## src/rtl/uart_param_tx_if.sv

```systemverilog
// Word handshake between an upstream producer and the UART transmitter.
//   data_valid : producer has a word on data
//   data_ready : transmitter accepts the word on this clock edge
//   data       : payload, sampled only on the accepting edge
interface uart_param_tx_if #(
  parameter int unsigned DATA_WIDTH = 32
);
  logic                  data_valid;
  logic                  data_ready;
  logic [DATA_WIDTH-1:0] data;

  // Producer side
  modport master (
    output data_valid,
    output data,
    input  data_ready
  );

  // Transmitter side
  modport slave (
    input  data_valid,
    input  data,
    output data_ready
  );
endinterface

```

## src/rtl/uart_param_tx.sv

```systemverilog
// Parametrised UART transmitter. One DATA_WIDTH-bit word per frame, LSB
// first, optional parity bit after the MSB, then 1 or 2 stop bits. Each
// serial bit lasts OVERSAMPLE pulses of i_baud_tick.
//   i_clk       : system clock, rising edge
//   i_rst       : synchronous active-high reset
//   i_baud_tick : one-clock oversample strobe from the shared baud generator
//   bus         : valid/ready word input (data_valid, data_ready, data)
//   o_tx        : serial line, idle high (registered)
//   o_busy      : high from accept until the frame ends (registered)
//   o_done      : one-clock pulse when the last stop bit completes (registered)
module uart_param_tx #(
  parameter int unsigned DATA_WIDTH = 32,
  parameter int unsigned OVERSAMPLE = 16,
  parameter int unsigned PARITY_EN  = 0,
  parameter int unsigned PARITY_ODD = 0,
  parameter int unsigned STOP_BITS  = 1
) (
  input  logic           i_clk,
  input  logic           i_rst,
  input  logic           i_baud_tick,
  uart_param_tx_if.slave bus,
  output logic           o_tx,
  output logic           o_busy,
  output logic           o_done
);

  localparam int unsigned CNT_W = $clog2(OVERSAMPLE);
  // Bit index also counts stop bits, so it needs at least one bit.
  localparam int unsigned IDX_W = (DATA_WIDTH > 1) ? $clog2(DATA_WIDTH) : 1;

  typedef enum logic [2:0] {
    S_IDLE   = 3'd0,
    S_START  = 3'd1,
    S_DATA   = 3'd2,
    S_PARITY = 3'd3,
    S_STOP   = 3'd4
  } state_t;

  state_t                r_state;
  logic [CNT_W-1:0]      r_tick_cnt;
  logic [IDX_W-1:0]      r_bit_idx;
  logic [DATA_WIDTH-1:0] r_shift;
  logic                  r_parity;
  logic                  r_tx;
  logic                  r_busy;
  logic                  r_done;

  state_t                w_state_nxt;
  logic [CNT_W-1:0]      w_cnt_nxt;
  logic [IDX_W-1:0]      w_idx_nxt;
  logic [DATA_WIDTH-1:0] w_shift_nxt;
  logic                  w_parity_nxt;
  logic                  w_tx_nxt;
  logic                  w_busy_nxt;
  logic                  w_done_nxt;
  logic                  w_accept;
  logic                  w_bit_end;

  // Ready only in IDLE and never while reset is held.
  assign bus.data_ready = (r_state == S_IDLE) && !i_rst;
  assign w_accept       = bus.data_valid && bus.data_ready;

  // Current serial bit finishes on the tick that wraps the oversample counter.
  assign w_bit_end = i_baud_tick && (r_tick_cnt == CNT_W'(OVERSAMPLE - 1));

  // State and datapath registers
  always_ff @(posedge i_clk) begin
    if (i_rst) begin
      r_state    <= S_IDLE;
      r_tick_cnt <= '0;
      r_bit_idx  <= '0;
      r_shift    <= '0;
      r_parity   <= 1'b0;
      r_tx       <= 1'b1;
      r_busy     <= 1'b0;
      r_done     <= 1'b0;
    end else begin
      r_state    <= w_state_nxt;
      r_tick_cnt <= w_cnt_nxt;
      r_bit_idx  <= w_idx_nxt;
      r_shift    <= w_shift_nxt;
      r_parity   <= w_parity_nxt;
      r_tx       <= w_tx_nxt;
      r_busy     <= w_busy_nxt;
      r_done     <= w_done_nxt;
    end
  end

  // Next-state and next-output logic
  always_comb begin
    w_state_nxt  = r_state;
    w_cnt_nxt    = r_tick_cnt;
    w_idx_nxt    = r_bit_idx;
    w_shift_nxt  = r_shift;
    w_parity_nxt = r_parity;
    w_tx_nxt     = r_tx;
    w_busy_nxt   = r_busy;
    w_done_nxt   = 1'b0;

    // Oversample counter only moves on baud ticks while a frame is active;
    // a tick on the accepting edge is therefore not counted.
    if ((r_state != S_IDLE) && i_baud_tick) begin
      w_cnt_nxt = w_bit_end ? '0 : r_tick_cnt + CNT_W'(1);
    end

    case (r_state)
      S_IDLE: begin
        w_tx_nxt   = 1'b1;
        w_busy_nxt = 1'b0;
        w_cnt_nxt  = '0;
        w_idx_nxt  = '0;
        if (w_accept) begin
          w_state_nxt  = S_START;
          w_shift_nxt  = bus.data;
          w_parity_nxt = (^bus.data) ^ 1'(PARITY_ODD);
          w_tx_nxt     = 1'b0;
          w_busy_nxt   = 1'b1;
        end
      end

      S_START: begin
        if (w_bit_end) begin
          w_state_nxt = S_DATA;
          w_tx_nxt    = r_shift[0];
          w_shift_nxt = r_shift >> 1;
          w_idx_nxt   = '0;
        end
      end

      S_DATA: begin
        if (w_bit_end) begin
          if (r_bit_idx == IDX_W'(DATA_WIDTH - 1)) begin
            w_idx_nxt = '0;
            if (PARITY_EN != 0) begin
              w_state_nxt = S_PARITY;
              w_tx_nxt    = r_parity;
            end else begin
              w_state_nxt = S_STOP;
              w_tx_nxt    = 1'b1;
            end
          end else begin
            w_idx_nxt   = r_bit_idx + IDX_W'(1);
            w_tx_nxt    = r_shift[0];
            w_shift_nxt = r_shift >> 1;
          end
        end
      end

      S_PARITY: begin
        if (w_bit_end) begin
          w_state_nxt = S_STOP;
          w_tx_nxt    = 1'b1;
          w_idx_nxt   = '0;
        end
      end

      S_STOP: begin
        w_tx_nxt = 1'b1;
        if (w_bit_end) begin
          if (r_bit_idx == IDX_W'(STOP_BITS - 1)) begin
            w_state_nxt = S_IDLE;
            w_busy_nxt  = 1'b0;
            w_done_nxt  = 1'b1;
            w_idx_nxt   = '0;
          end else begin
            w_idx_nxt = r_bit_idx + IDX_W'(1);
          end
        end
      end

      default: begin
        w_state_nxt = S_IDLE;
        w_tx_nxt    = 1'b1;
        w_busy_nxt  = 1'b0;
        w_cnt_nxt   = '0;
        w_idx_nxt   = '0;
      end
    endcase
  end

  assign o_tx   = r_tx;
  assign o_busy = r_busy;
  assign o_done = r_done;

endmodule

```

## src/flat_wrapper.sv

```systemverilog
// flat-port wrapper written by rule: the top's interface ports become plain ports
module uart_param_tx_flat 
#(
  parameter int unsigned DATA_WIDTH = 32,
  parameter int unsigned OVERSAMPLE = 16,
  parameter int unsigned PARITY_EN  = 0,
  parameter int unsigned PARITY_ODD = 0,
  parameter int unsigned STOP_BITS  = 1
)
  (i_clk, i_rst, i_baud_tick, o_tx, o_busy, o_done, bus_data_valid, bus_data, bus_data_ready);
  uart_param_tx_if #(.DATA_WIDTH(DATA_WIDTH)) bus_i ();
  input  logic i_clk;
  input  logic i_rst;
  input  logic i_baud_tick;
  output logic o_tx;
  output logic o_busy;
  output logic o_done;
  input wire logic [$bits(bus_i.data_valid)-1:0] bus_data_valid;
  input wire logic [$bits(bus_i.data)-1:0] bus_data;
  output wire logic [$bits(bus_i.data_ready)-1:0] bus_data_ready;
  assign bus_i.data_valid = bus_data_valid;
  assign bus_i.data = bus_data;
  assign bus_data_ready = bus_i.data_ready;
  uart_param_tx #(.DATA_WIDTH(DATA_WIDTH), .OVERSAMPLE(OVERSAMPLE), .PARITY_EN(PARITY_EN), .PARITY_ODD(PARITY_ODD), .STOP_BITS(STOP_BITS)) u_core (.i_clk(i_clk), .i_rst(i_rst), .i_baud_tick(i_baud_tick), .bus(bus_i), .o_tx(o_tx), .o_busy(o_busy), .o_done(o_done));
endmodule
```

## config.mk

```make
export PLATFORM = sky130hd
export DESIGN_NAME = uart_param_tx_flat
export DESIGN_NICKNAME = d
export VERILOG_FILES = /design/src/rtl/uart_param_tx_if.sv /design/src/rtl/uart_param_tx.sv /design/src/flat_wrapper.sv
export SDC_FILE = /design/constraint.sdc
export NUM_CORES = 1
export LEC_CHECK = 0
export BUFFER_PORTS_ARGS = -buffer_cell sky130_fd_sc_hd__buf_2
export CAP_MARGIN = 20
export CELL_PAD_IN_SITES_DETAIL_PLACEMENT = 1
export CELL_PAD_IN_SITES_GLOBAL_PLACEMENT = 2
export CORE_MARGIN = 8
export CORE_UTILIZATION = 37
export CTS_BUF_LIST = sky130_fd_sc_hd__clkbuf_4
export CTS_CLUSTER_SIZE = 30
export DETAILED_ROUTE_END_ITERATION = 12
export HOLD_SLACK_MARGIN = 0.05
export PLACE_DENSITY_LB_ADDON = 0.3
export REMOVE_ABC_BUFFERS = 1
export SYNTH_ARGS = -nofsm -noshare
export SYNTH_HDL_FRONTEND = slang
export SYNTH_SLANG_ARGS = --single-unit
```

## constraint.sdc

```tcl
create_clock -name i_clk -period 2.8 [get_ports i_clk]
set_clock_uncertainty 0.15 [all_clocks]
set_input_delay 0.42 -clock i_clk [delete_from_list [all_inputs] [get_ports i_clk]]
set_output_delay 0.42 -clock i_clk [all_outputs]
set_load 0.02 [all_outputs]
```

==> impl_metrics.yaml <==
final_layout:
  regArea_um2: 941
  fin_nets: 327
  fill_cells: 794
  syn2layout_area_growth_pct: 12.5
  num_antenna_cells: 0
  multi_input_area_um2: 1460
  drive_above_1_share: 0.326
floorplan:
  fp.dieH_um: 99.1
  die_area_um2: 9820
  io_pins: 40
  core-area_um2: 6760
  rows: 30
  initial_core_util: 0.378
  die_width_um: 99.1
yosys:
  synth_cells: 252
  synth_compound_area_frac: 0.247
  synth_top_family_by_area: "compound AO/OA/AOI/OAI gates"
  synthSimpleGateAreaFrac: 0.160
  async_reset_ff_frac: 0
  synth_cell_type_count: 46
  synth-seq-area-share: 0.368
  syn_area_um2: 2560
  synth_edf_count: 0
  synth_xor_area_frac: 0.0103
  ys_dominant_reg_cell: "dfxtp_1"
  syn_avg_cell_area_um2: 10.1
  synth_mux_area_frac: 0.134
  ys_ff_latch: 47
  synth_adder_area_share: 0.0196
  ys_warn_count: 0
detailed_routing:
  num_vias: 2067
  drtIter0Drc: 62
  drc: 0
  ant_nets: 0
  dr.pass1.iters: 4
  wirelength_mm: 6.13
  vias_per_cell: 5.62
  wl_per_cell_um: 16.7
clock_tree:
  cts_tree: "yes"
  cts-root-buf: "clkbuf_4"
  h-tree-depth: 2
  clock-sinks: 47
  cts_setup_buffers: 0
  clk_pin_slew_ns: 0.15
  cts-buffers-inserted: 5
  cts_resized: 0
  postCtsHoldBufs: 0
  clockBufferDepth: 2
  clock_latency_ns: 0.39
global_route:
  grt_pass1_wl_mm: 10.3
  grt_max_degree: 33
  antenna_found_initial: 0
  grt_use_total: 0.127
  grt_pass1_vias: 2238
  grt.overflow.total: 0
critical_path:
  cp_slowest_stage_delay_ns: 0.37
  path_depth: 7
  rr_worst_depth: 7
  worstPathRequired_ns: 2.96
  endpoint_kind: "flip-flop"
  reg2reg_from: "u_core.r_bit_idx[0]"
  cp-start-kind: "flip-flop"
  worstPathBufferInverterCount: 1
  cp_slowest_cell: "dfxtp_1"
  cpMostUsedCell: "ha_1"
  cp.arrival_ns: 2.68
  critPathKind: "flip-flop to flip-flop"
  r2r-end: "u_core.r_shift[10]"
  path_cells: "ha_1, and3_1, ha_1, or3b_1, a211o_2, buf_4, a221oi_1"
  path_max_fanout: 31
  regToRegSetupSlack_ns: 0.28
  crit_family: "compound AO/OA/AOI/OAI gates"
placed_design:
  numPortBuffers: 39
  dp_hpwl_mm: 4.25
  gp_congestion: 0.723
sta:
  rsz0062_at_grt: "no"
  hold_ws_ns: 0.151
  fin_crit_ns: 2.52
  tightest_slew_ns: 0.538
  finalSetupViolations: 0
  slew_violations: 0
  hold_viol: 0
  tns_ns: 0
  relSlewSlack: 0.641
  period_share: 0.899
  fmax_mhz: 397
worst_hold_path:
  hold_start: "bus_data[31]"
  holdPathStages: 3
  hp-class: "input pin to flip-flop"
  hold_end: "u_core.r_shift[31]"
power:
  power.density_nw_per_um2: 461
  p_leak_nw: 1.04
  ir_drop_mv: 0.192
status:
  outcome: "finished, final reports clean"
flow_run:
  maxCapViolations: 0
[power breakdown]
group | leakage (nW) | total (mW) | internal, mW | switching (mW)
clock | 0.0288 | 0.340 | 0.0968 | 0.243
sequential | 0.385 | 0.731 | 0.707 | 0.0246
combinational | 0.626 | 0.253 | 0.116 | 0.138
[per-layer routing]
metal  vias up  part of all wire  global-route usage
met5         -                 0                   0
met4         0             0.014              0.0489
met3         7             0.042              0.0328
met2        27              0.50               0.229
met1      1019              0.44               0.140
li1       1014                 -                   -
[cells by family after synthesis]
kind of cell,count (synthesis)
and+or+nand+nor,81
AOI/OAI and AO/OA,56
DFF,47
muxes,34
buffers and inverters,27
adders and majority gates,4
xor gates and xnor gates,3
[stage by stage]
| stage | setup slack, ns | utilization | area [um^2] | std cells | total power [mW] |
|---|---|---|---|---|---|
| final | 0.283 | 0.426 | 2880 | 368 | 1.32 |
| after global routing | 0.139 | 0.426 | 2880 | 368 | 1.40 |
| after CTS | 0.258 | 0.426 | 2880 | 368 | 1.35 |
| after detailed placement | 0.285 | 0.417 | 2820 | 360 | 1.00 |
| after global placement | 0.326 | 0.417 | 2820 | 360 | 0.998 |
| after floorplan | -0.0147 | - | 2420 | 232 | 0.910 |
[cells in the mapped netlist, types with 2 or more instances]
| cell type | n | area [um^2] |
|---|---|---|
| buf_6 | 5 | 56.3 |
| xnor2_1 | 2 | 17.5 |
| ha_1 | 4 | 50.1 |
| nand3_1 | 4 | 20.0 |
| and2_1 | 2 | 12.5 |
| nand2b_1 | 3 | 18.8 |
| and3_1 | 2 | 12.5 |
| or3_1 | 2 | 12.5 |
| o22ai_1 | 2 | 12.5 |
| nand2_1 | 11 | 41.3 |
| a221oi_2 | 30 | 450 |
| dfxtp_1 | 47 | 941 |
| a21oi_1 | 6 | 30.0 |
| nor2_1 | 38 | 143 |
| nand4b_1 | 2 | 17.5 |
| and4_1 | 2 | 17.5 |
| mux2i_1 | 33 | 330 |
| buf_2 | 6 | 30.0 |
| nor3b_1 | 2 | 15.0 |
| inv_1 | 7 | 26.3 |
| nor3_1 | 4 | 20.0 |
| o21ai_0 | 7 | 35.0 |
| clkbuf_1 | 8 | 30.0 |
[layout make-up]
cell class,instances,share of cell area
Clock inverter,3,0.00696
Timing Repair Buffer,48,0.100
Clock buffer,5,0.0131
Multi-Input combinational cell,178,0.509
Tap cell,80,0.0348
Sequential cell,47,0.327
Inverter,7,0.00914
[cell usage in the layout (no fill, tap or decap), types with 2 or more instances in the layout]
master	count
nor2_4	2
o22ai_1	2
nand3_1	4
mux2i_1	33
buf_12	2
ha_1	4
nor2_1	38
xnor2_1	2
a21oi_1	6
inv_1	7
buf_2	39
nand2b_1	3
o21ai_0	7
nand2_1	11
a221oi_2	30
or3_1	2
buf_4	7
and2_1	2
nor3_1	4
clkbuf_4	5
dfxtp_1	47
nand4b_1	2
and3_1	2
and4_1	2
nor3b_1	2
[worst max-delay path by stage]
stage / startpoint / end
after floorplan: u_core.r_bit_idx[0] / u_core.r_shift[10]
after global placement: u_core.r_bit_idx[0] / u_core.r_shift[10]
after detailed placement: u_core.r_bit_idx[0] / u_core.r_shift[10]
after CTS: u_core.r_bit_idx[0] / u_core.r_shift[10]
after global routing: u_core.r_bit_idx[0] / u_core.r_shift[10]
final: u_core.r_bit_idx[0] / u_core.r_shift[10]
[flip-flops by register name (all words and copies together) (netlist names)]
name / cells
u_core.r_shift: 32
u_core.r_state: 3
u_core.o_tx: 1
u_core.r_bit_idx: 5
u_core.o_done: 1
u_core.r_tick_cnt: 4
u_core.o_busy: 1
[tightest hold or removal path, cell delays in order]
cell and delay [ns]:
buf_2 0.10, o21ai_0 0.06, mux2i_1 0.07
Power figures use the tool's default switching activity.
